File: src/rtl/wishbone_slave_regfile.sv
// -----------------------------------------------------------------------------
// wishbone_slave_regfile
//
// Wishbone slave holding DEPTH = 2**ADDR_WIDTH 32-bit registers. Each access
// is acknowledged once, WAIT_STATES+1 cycles after the request is sampled.
// Addresses with any bit set above the decoded range are still acked, but
// writes to them are dropped and reads return zero.
//
// Optional feature, enabled by defining WB_SLAVE_REGFILE_INT_EN:
//   register DEPTH-1 becomes a sticky interrupt status register. A write to
//   register k < DEPTH-1 sets status bit k. A write to DEPTH-1 clears the bits
//   written as 1. wb_int_o is the registered OR of the status bits.
//   Without the macro, wb_int_o does not exist and register DEPTH-1 is an
//   ordinary read/write register.
//
// Parameters:
//   ADDR_WIDTH   number of decoded word-address bits (DEPTH = 2**ADDR_WIDTH)
//   WAIT_STATES  extra cycles inserted before ack (0..15)
//
// Ports:
//   clk        in   1   rising-edge clock
//   rst        in   1   asynchronous active-low reset
//   wb_adr_i   in   32  word address
//   wb_dat_i   in   32  write data
//   wb_dat_o   out  32  read data (registered, held until the next read ack)
//   wb_stb_i   in   1   strobe
//   wb_cyc_i   in   1   cycle valid
//   wb_we_i    in   1   1 = write, 0 = read
//   wb_msk_i   in   1   reserved, ignored
//   wb_sel_i   in   1   reserved, ignored
//   wb_ack_o   out  1   single-cycle acknowledge (registered)
//   wb_int_o   out  1   interrupt (only with WB_SLAVE_REGFILE_INT_EN)
//   state_dbg  out  2   current FSM state (0 IDLE, 1 WAIT, 2 ACK, 3 HOLD)
//
// Handshake: a request is taken when wb_cyc_i & wb_stb_i are both high on a
// rising edge in IDLE. The master keeps cyc/stb high until it sees wb_ack_o,
// then must drop wb_stb_i for at least one cycle before the next request;
// dropping cyc or stb while the slave is waiting cancels the access.
// -----------------------------------------------------------------------------
module wishbone_slave_regfile #(
    parameter int ADDR_WIDTH  = 4,
    parameter int WAIT_STATES = 0
) (
    input  logic        clk,
    input  logic        rst,
    input  logic [31:0] wb_adr_i,
    input  logic [31:0] wb_dat_i,
    output logic [31:0] wb_dat_o,
    input  logic        wb_stb_i,
    input  logic        wb_cyc_i,
    input  logic        wb_we_i,
    input  logic        wb_msk_i,
    input  logic        wb_sel_i,
    output logic        wb_ack_o,
`ifdef WB_SLAVE_REGFILE_INT_EN
    output logic        wb_int_o,
`endif
    output logic [1:0]  state_dbg
);

    localparam int                    DEPTH    = 1 << ADDR_WIDTH;
    localparam logic [3:0]            WS_INIT  = 4'(WAIT_STATES);
    localparam logic [ADDR_WIDTH-1:0] IDX_LAST = ADDR_WIDTH'(DEPTH - 1);

    typedef enum logic [1:0] {
        ST_IDLE = 2'd0,
        ST_WAIT = 2'd1,
        ST_ACK  = 2'd2,
        ST_HOLD = 2'd3
    } state_t;

    state_t state;
    state_t next_state;

    logic [3:0]  cnt;
    logic [31:0] lat_adr;
    logic [31:0] lat_dat;
    logic        lat_we;

    logic [31:0] regs [DEPTH];

    logic                  req_now;
    logic [31:0]           req_adr;
    logic [31:0]           req_dat;
    logic                  req_we;
    logic                  req_in_range;
    logic [ADDR_WIDTH-1:0] req_idx;
    logic                  acc_fire;
    logic                  do_write;
    logic                  do_read;
    logic [31:0]           rd_data;

    // Reserved inputs are intentionally ignored.
    logic unused_inputs;
    assign unused_inputs = &{1'b0, wb_msk_i, wb_sel_i};

    assign req_now   = wb_stb_i && wb_cyc_i;
    assign state_dbg = state;

    // ------------------------------------------------------------------
    // State register
    // ------------------------------------------------------------------
    always_ff @(posedge clk or negedge rst) begin
        if (!rst) begin
            state <= ST_IDLE;
        end else begin
            state <= next_state;
        end
    end

    // ------------------------------------------------------------------
    // Next-state logic
    // ------------------------------------------------------------------
    always_comb begin
        next_state = state;
        case (state)
            ST_IDLE: begin
                if (req_now) begin
                    next_state = (WAIT_STATES == 0) ? ST_ACK : ST_WAIT;
                end
            end
            ST_WAIT: begin
                // Cancellation wins over a counter that has just expired.
                if (!req_now) begin
                    next_state = ST_IDLE;
                end else if (cnt == 4'd1) begin
                    next_state = ST_ACK;
                end
            end
            ST_ACK: begin
                next_state = ST_HOLD;
            end
            ST_HOLD: begin
                // Stay here until the master releases the strobe, so one
                // long strobe can never produce a second ack.
                if (!wb_stb_i) begin
                    next_state = ST_IDLE;
                end
            end
            default: begin
                next_state = ST_IDLE;
            end
        endcase
    end

    // ------------------------------------------------------------------
    // Output / datapath decode
    // With no wait states the access completes on the very edge that
    // samples the request, so the bus inputs are used directly in IDLE;
    // otherwise the latched copy is used.
    // ------------------------------------------------------------------
    always_comb begin
        req_adr      = lat_adr;
        req_dat      = lat_dat;
        req_we       = lat_we;
        if (state == ST_IDLE) begin
            req_adr = wb_adr_i;
            req_dat = wb_dat_i;
            req_we  = wb_we_i;
        end
        req_in_range = ~|req_adr[31:ADDR_WIDTH];
        req_idx      = req_adr[ADDR_WIDTH-1:0];
        acc_fire     = (next_state == ST_ACK);
        do_write     = acc_fire && req_we && req_in_range;
        do_read      = acc_fire && !req_we;
        rd_data      = req_in_range ? regs[req_idx] : 32'h0;
    end

    // ------------------------------------------------------------------
    // Request latch and wait counter
    // ------------------------------------------------------------------
    always_ff @(posedge clk or negedge rst) begin
        if (!rst) begin
            cnt     <= 4'd0;
            lat_adr <= 32'h0;
            lat_dat <= 32'h0;
            lat_we  <= 1'b0;
        end else begin
            if (state == ST_IDLE && req_now) begin
                cnt     <= WS_INIT;
                lat_adr <= wb_adr_i;
                lat_dat <= wb_dat_i;
                lat_we  <= wb_we_i;
            end else if (state == ST_WAIT && cnt != 4'd0) begin
                cnt <= cnt - 4'd1;
            end
        end
    end

    // ------------------------------------------------------------------
    // Register array
    // ------------------------------------------------------------------
`ifdef WB_SLAVE_REGFILE_INT_EN
    logic [31:0] status_set;
    assign status_set = 32'd1 << req_idx;

    always_ff @(posedge clk or negedge rst) begin
        if (!rst) begin
            for (int i = 0; i < DEPTH; i++) begin
                regs[i] <= 32'h0;
            end
        end else if (do_write) begin
            if (req_idx == IDX_LAST) begin
                regs[IDX_LAST] <= regs[IDX_LAST] & ~req_dat;
            end else begin
                regs[req_idx]  <= req_dat;
                regs[IDX_LAST] <= regs[IDX_LAST] | status_set;
            end
        end
    end
`else
    always_ff @(posedge clk or negedge rst) begin
        if (!rst) begin
            for (int i = 0; i < DEPTH; i++) begin
                regs[i] <= 32'h0;
            end
        end else if (do_write) begin
            regs[req_idx] <= req_dat;
        end
    end
`endif

    // ------------------------------------------------------------------
    // Registered bus outputs
    // ------------------------------------------------------------------
    always_ff @(posedge clk or negedge rst) begin
        if (!rst) begin
            wb_ack_o <= 1'b0;
            wb_dat_o <= 32'h0;
        end else begin
            wb_ack_o <= acc_fire;
            if (do_read) begin
                wb_dat_o <= rd_data;
            end
        end
    end

`ifdef WB_SLAVE_REGFILE_INT_EN
    always_ff @(posedge clk or negedge rst) begin
        if (!rst) begin
            wb_int_o <= 1'b0;
        end else begin
            wb_int_o <= |regs[IDX_LAST];
        end
    end
`endif

endmodule

File: config.mk
export PLATFORM = sky130hd
export DESIGN_NAME = wishbone_slave_regfile
export DESIGN_NICKNAME = d
export VERILOG_FILES = /design/src/rtl/wishbone_slave_regfile.sv
export SDC_FILE = /design/constraint.sdc
export NUM_CORES = 1
export LEC_CHECK = 0
export CAP_MARGIN = 25
export CORE_MARGIN = 1
export CORE_UTILIZATION = 45
export DETAILED_ROUTE_END_ITERATION = 8
export GPL_ROUTABILITY_DRIVEN = 0
export SLEW_MARGIN = 20
export SYNTH_ARGS = -nofsm -noshare
export SYNTH_HDL_FRONTEND = slang
export SYNTH_SLANG_ARGS = --single-unit
File: constraint.sdc
create_clock -name clk -period 2.9 [get_ports clk]
set_input_delay 0.58 -clock clk [delete_from_list [all_inputs] [get_ports clk]]
set_output_delay 0.58 -clock clk [all_outputs]
set_load 0.01 [all_outputs]
# After elaboration in Yosys (flattened, before gate mapping)
# Index checks and enable logic that the tools add are counted.
totals:
  register_bits: 616
  inputBits: 71
  wordCells: 62
classes:
  n_addsub: 1
  n_lt_le_gt_ge: 2
  eq_ne: 5
  n_mux: 17
  n_bitwise: 1
  n_reduce_logical: 13
op_table:
  columns: ["operator", "n"]
  rows:
  - ["bitwise mux 512 bit", 1]
  - ["two-way mux 32 bit", 6]
  - ["binary-select mux 32 bit (select 4 bit)", 1]
  - ["demux 32 bit (select 4 bit)", 1]
  - ["OR reduction 28 bit", 1]
  - ["two-way mux 2 bit", 4]
  - ["two-way mux 4 bit", 2]
  - ["one-hot mux 2 bit (4 select lines)", 1]
  - ["logical AND 1 bit", 7]
  - ["equality test 2 bit, second input constant", 3]
  - ["greater-or-equal comparator 5 bit, second input constant", 1]
  - ["less-than comparator 5 x 1 -> 1 bit, second input constant", 1]
  - ["NOT 4 -> 5 bit", 1]
  - ["equality test 4 x 1 -> 1 bit, second input constant", 1]
  - ["nonzero test 4 bit", 1]
  - ["subtractor 4 x 1 -> 4 bit, second input constant", 1]
  - ["equality test 2 x 1 -> 1 bit, second input constant", 1]
  - ["zero test 1 bit", 2]
  - ["zero test 2 bit", 1]
  - ["nonzero test 2 bit", 1]
  - ["two-way mux 1 bit", 1]

# Depth between registers and ports, before layout
depth:
  word_depth: 8
  depth_mapped: 10
  depth_no_buf: 8

# Least setup slack after synthesis
# No wires, ideal clock.
synth_timing:
  path_kind: "input port to flip-flop"
  startpoint: "input wb_adr_i[11]"
  endpoint: "register regs[100] in the netlist's numbering"
  setup_time_ns: 0.128
  t_arrival_ns: 2.201
  required_ns: 2.772
  setup_slack_ns: 0.572
  stages: 9
  cell_sequence: "nor4_1 -> nand4_1 -> nor3_1 -> buf_2 -> or2_2 -> buf_4 -> nand4_2 -> buf_2 -> mux2_1"
synth_via:
  elab_chain_len: 4
synth_rtl:
  columns: ["item", "line_no", "text"]
  rows:
  - ["from (decl)", "46", "input logic [31:0] wb_adr_i,"]
  - ["two-way mux 32 bit", "156", "if (state == ST_IDLE) begin"]
  - ["OR reduction 28 bit", "161", "req_in_range = ~|req_adr[31:ADDR_WIDTH];"]
  - ["zero test 1 bit", "161", null]
  - ["logical AND 1 bit", "164", "do_write = acc_fire && req_we && req_in_range;"]
  - ["to (signal, indexed assignment)", "218", "regs[req_idx] <= req_dat;"]
  - ["to (decl)", "80", "logic [31:0] regs [DEPTH];"]
# No other way between the ends.
# A chain may end at the register's enable or synchronous reset.

# Final worst setup path
layout_timing:
  startpoint: "register state[1] (netlist: state_dbg[1])"
  endpoint: "register regs[383] in the netlist's numbering"
layout_via:
  elab_chain_len: 8
  word_cells_on_any_way: 24
  classes_between: "order compare (2); eq/ne (4); mux (11); bitwise (1); reduce/logical (6)"
layout_rtl:
  columns: ["item", "line_no", "text"]
  rows:
  - ["from (decl)", "72", "state_t state;"]
  - ["from (signal assigned)", "107", "state <= next_state;"]
  - ["zero test 2 bit", "116, 156", null]
  - ["two-way mux 32 bit", "156", null]
  - ["NOT 4 -> 5 bit (not written as such)", "218", null]
  - ["greater-or-equal comparator 5 bit (not written as such) or less-than comparator 5 x 1 -> 1 bit (tied branches)", "218", null]
  - ["logical AND 1 bit (not written as such)", "218", null]
  - ["two-way mux 32 bit (not written as such)", "218", null]
  - ["demux 32 bit (select 4 bit)", "218", null]
  - ["bitwise mux 512 bit", "218", null]
# Parallel ways exist; a longest one is shown, timed or not.

==> impl_metrics.csv <==
group,metric,value,unit
die,die_w,243,um
synthesis,synth-seq-cells,616,
pwr,vdd_ir_drop_max,0.633,mV
drt,dr.pass1.iters,7,
clock_tree,cts_inserted_buffers,67,
drt,routed-via-count,19436,
worst_setup_path,worstSetupPathType,"reg -> reg",
die,dieArea,0.0591,mm^2
synthesis,synth_edf_count,0,
timing,slew_violations,0,
clock_tree,tritoncts,"yes",
synthesis,synth-seq-area-share,0.590,
grt,grt_max_degree,131,
synthesis,synth.area.top_cells,"dfrtp_1 59%, mux2_2 9.9%, o21ai_0 7.6%",
worst_setup_path,required,3.37,ns
clock_tree,cts_sinks,616,
grt,grtUsageTotal,0.255,
timing,setup_violations,0,
worst_setup_path,r2r-start,"state_dbg[1]",
synthesis,synth_ff_type,"dfrtp_1",
grt,antenna_found_initial,0,
drt,wl,73700,um
worst_setup_path,critPathArrivalTime,3.23,ns
drt,wire_per_inst,22.5,um
timing,rsz0062_at_grt,"false",
drt,drt-vias-per-instance,5.93,
synthesis,mappedNetlistNets,2414,
timing,hold_viol,0,
die,core.rowCount,87,
worst_setup_path,slowest_delay,0.44,ns
drt,final_antenna_net_count,0,
timing,worstMarginPinSlew,0.721,ns
timing,relSlewSlack,0.506,
die,pin_count,106,
placement,place_ws,-0.246,ns
clock_tree,clk_latency,0.59,ns
synthesis,async_flop_share,1.00,
worst_setup_path,slowest_stage,"or2_2",
final_layout,area_growth,20.3,%
timing,fin_tns_setup,0,ns
grt,overflow,0,
timing,fin_ws,0.143,ns
placement,dp_hpwl,45700,um
synthesis,netlist_top_cells_count,"616 x dfrtp_1, 395 x o21ai_0, 392 x nand2_1, 256 x o22ai_1, 229 x mux2_2",
worst_setup_path,crit_start,"state_dbg[1]",
synthesis,syn_avg_cell_area,11.2,um^2
timing,fmax,0.363,GHz
grt,grt_pass1_wl,117000,um
grt,grt_pass1_vias,19973,
clock_tree,cts_resized,0,
clock_tree,cts_setup_buffers,0,
worst_setup_path,path_delay_family,"simple AND/OR/NAND/NOR gates",
final_layout,n_antenna_cell,0,
pwr,powerDensity,898,mW/mm^2
pwr,leakage,14.7,nW
worst_setup_path,critPathCaptureType,"flip-flop",
synthesis,syn_area,0.0261,mm^2
final_layout,final_nets,2552,
clock_tree,cts.path.max_buffers,3,
clock_tree,h-tree-depth,3,
synthesis,synth_cells,2341,
clock_tree,clk_pin_slew,0.06,ns
synthesis,synth_largest_area_cell,"dfrtp_1",
worst_setup_path,path_cells,"or2_2 -> buf_4 -> nand3b_1 -> nand2_1 -> nand4_2 -> buf_4 -> mux2_2",
timing,fin_crit_sh,0.951,
drt,drc,0,
timing,post-route-min-period,2.76,ns
placement,port-buffer-count,103,
outcome,outcome,"completed",
die,die_h,243,um
die,start_util,0.459,
hold_path,hold_path_class,"in -> async",
final_layout,layout-drive-gt1-share,0.197,
worst_setup_path,start_kind,"flip-flop",
synthesis,synth_top_cell_area_share,0.590,
synthesis,ys_types,42,
drt,drt_iter0_markers,1549,
clock_tree,root_buffer,"clkbuf_16",
pwr,power,28.3,mW
worst_setup_path,path_buf_inv,2,
job,drv_cap,0,
die,coreArea,0.0569,mm^2
timing,finClkSkew,0.0143,ns
worst_setup_path,cp_max_fo,24,
synthesis,yosysMostFrequentCell,"dfrtp_1",
synthesis,yosysWarnings,0,
worst_setup_path,r2r_setup_slack,0.14,ns
worst_setup_path,cpMostUsedCell,"buf_4",
final_layout,fill_cells,4860,
-- metrics by stage --
step / std cells / instance area, um^2 / hold WS (ns) / utilization
floorplan: 2341 / 26100 / 0.284 / -
global placement: 3165 / 29300 / 0.458 / 0.515
detailed placement: 3165 / 29300 / 0.459 / 0.515
CTS: 3277 / 31400 / 0.428 / 0.552
global route: 3277 / 31400 / 0.448 / 0.552
finish: 3277 / 31400 / 0.436 / 0.552
-- metal layers --
| layer | part of all wire | global-route usage | vias to the layer above |
|---|---|---|---|
| met4 | 0.031 | 0.0882 | 0 |
| met3 | 0.063 | 0.0437 | 151 |
| met5 | 0 | 0 | - |
| met2 | 0.46 | 0.403 | 630 |
| met1 | 0.45 | 0.356 | 9897 |
| li1 | - | - | 8758 |
-- worst paths after layout --
| check | end | cells past startpoint |
|---|---|---|
| hold / removal | regs[389] | 2 |
| setup reg to reg | regs[383] | 7 |
| setup / recovery | regs[383] | 7 |
| max in group asynchronous | regs[270] | 3 |
| hold reg to reg | wb_dat_o[25] | 2 |
| min in group clk | wb_dat_o[25] | 2 |
-- repair_timing --
item                                    in CTS  in global routing
hold buffers                                 1                  0
endpoints found under the hold margin       18                  0
endpoints found under the setup margin       0                  0
-- cell families after synthesis --
kind of cell / after synthesis / share of synthesized area
flip-flops: 616 / 0.590
adder cells (fa/ha/maj): 2 / 0.000957
AND/OR/NAND/NOR: 488 / 0.0813
AO/OA/AOI/OAI: 702 / 0.148
buffers and inverters: 179 / 0.0293
XOR/XNOR: 3 / 0.00101
multiplexers: 351 / 0.150
-- flip-flops by register name (all words and copies together), names as in the netlist --
signal     cells
cnt            4
lat_adr       32
lat_dat       32
lat_we         1
regs         512
state_dbg      2
wb_ack_o       1
wb_dat_o      32
-- cells in the final DEF (no fill, tap or decap), types with 3 or more instances in the layout --
| cell | Yosys | routed |
|---|---|---|
| o21ai_1 | 32 | 24 |
| inv_1 | 8 | 8 |
| or2_2 | 2 | 3 |
| nor4_1 | 20 | 20 |
| o21ai_0 | 395 | 395 |
| a21oi_1 | 6 | 6 |
| nand2_1 | 392 | 392 |
| buf_4 | 2 | 77 |
| clkbuf_8 | 0 | 13 |
| a31oi_4 | 0 | 4 |
| nand4_2 | 8 | 8 |
| mux2_1 | 90 | 90 |
| o21ai_4 | 1 | 10 |
| buf_12 | 0 | 59 |
| clkdlybuf4s50_1 | 0 | 102 |
| o22ai_1 | 256 | 256 |
| nor4b_1 | 6 | 6 |
| nor2_1 | 9 | 7 |
| clkbuf_16 | 0 | 69 |
| clkinvlp_4 | 0 | 3 |
| clkbuf_1 | 96 | 13 |
| nand4_1 | 34 | 34 |
| mux2i_1 | 32 | 32 |
| dfrtp_1 | 616 | 616 |
| clkinv_2 | 0 | 9 |
| mux2_2 | 229 | 229 |
-- cell type report --
cell class / instances / area (um^2) / area share
inverters: 8 / 30.0 / 0.000955
repair buffers: 240 / 2810 / 0.0892
clock inverters: 16 / 145 / 0.00462
clock buffers: 95 / 1950 / 0.0621
multi-input cells: 1546 / 10200 / 0.323
flip-flops and latches: 616 / 15400 / 0.490
well taps: 756 / 946 / 0.0301
-- where the power goes --
part	switching (mW)	internal [mW]	leakage, nW
sequential	0.353	9.11	8.47
clock	3.39	4.85	1.03
combinational	6.63	3.92	5.23
total	10.4	17.9	14.7
Power figures use the tool's default switching activity.
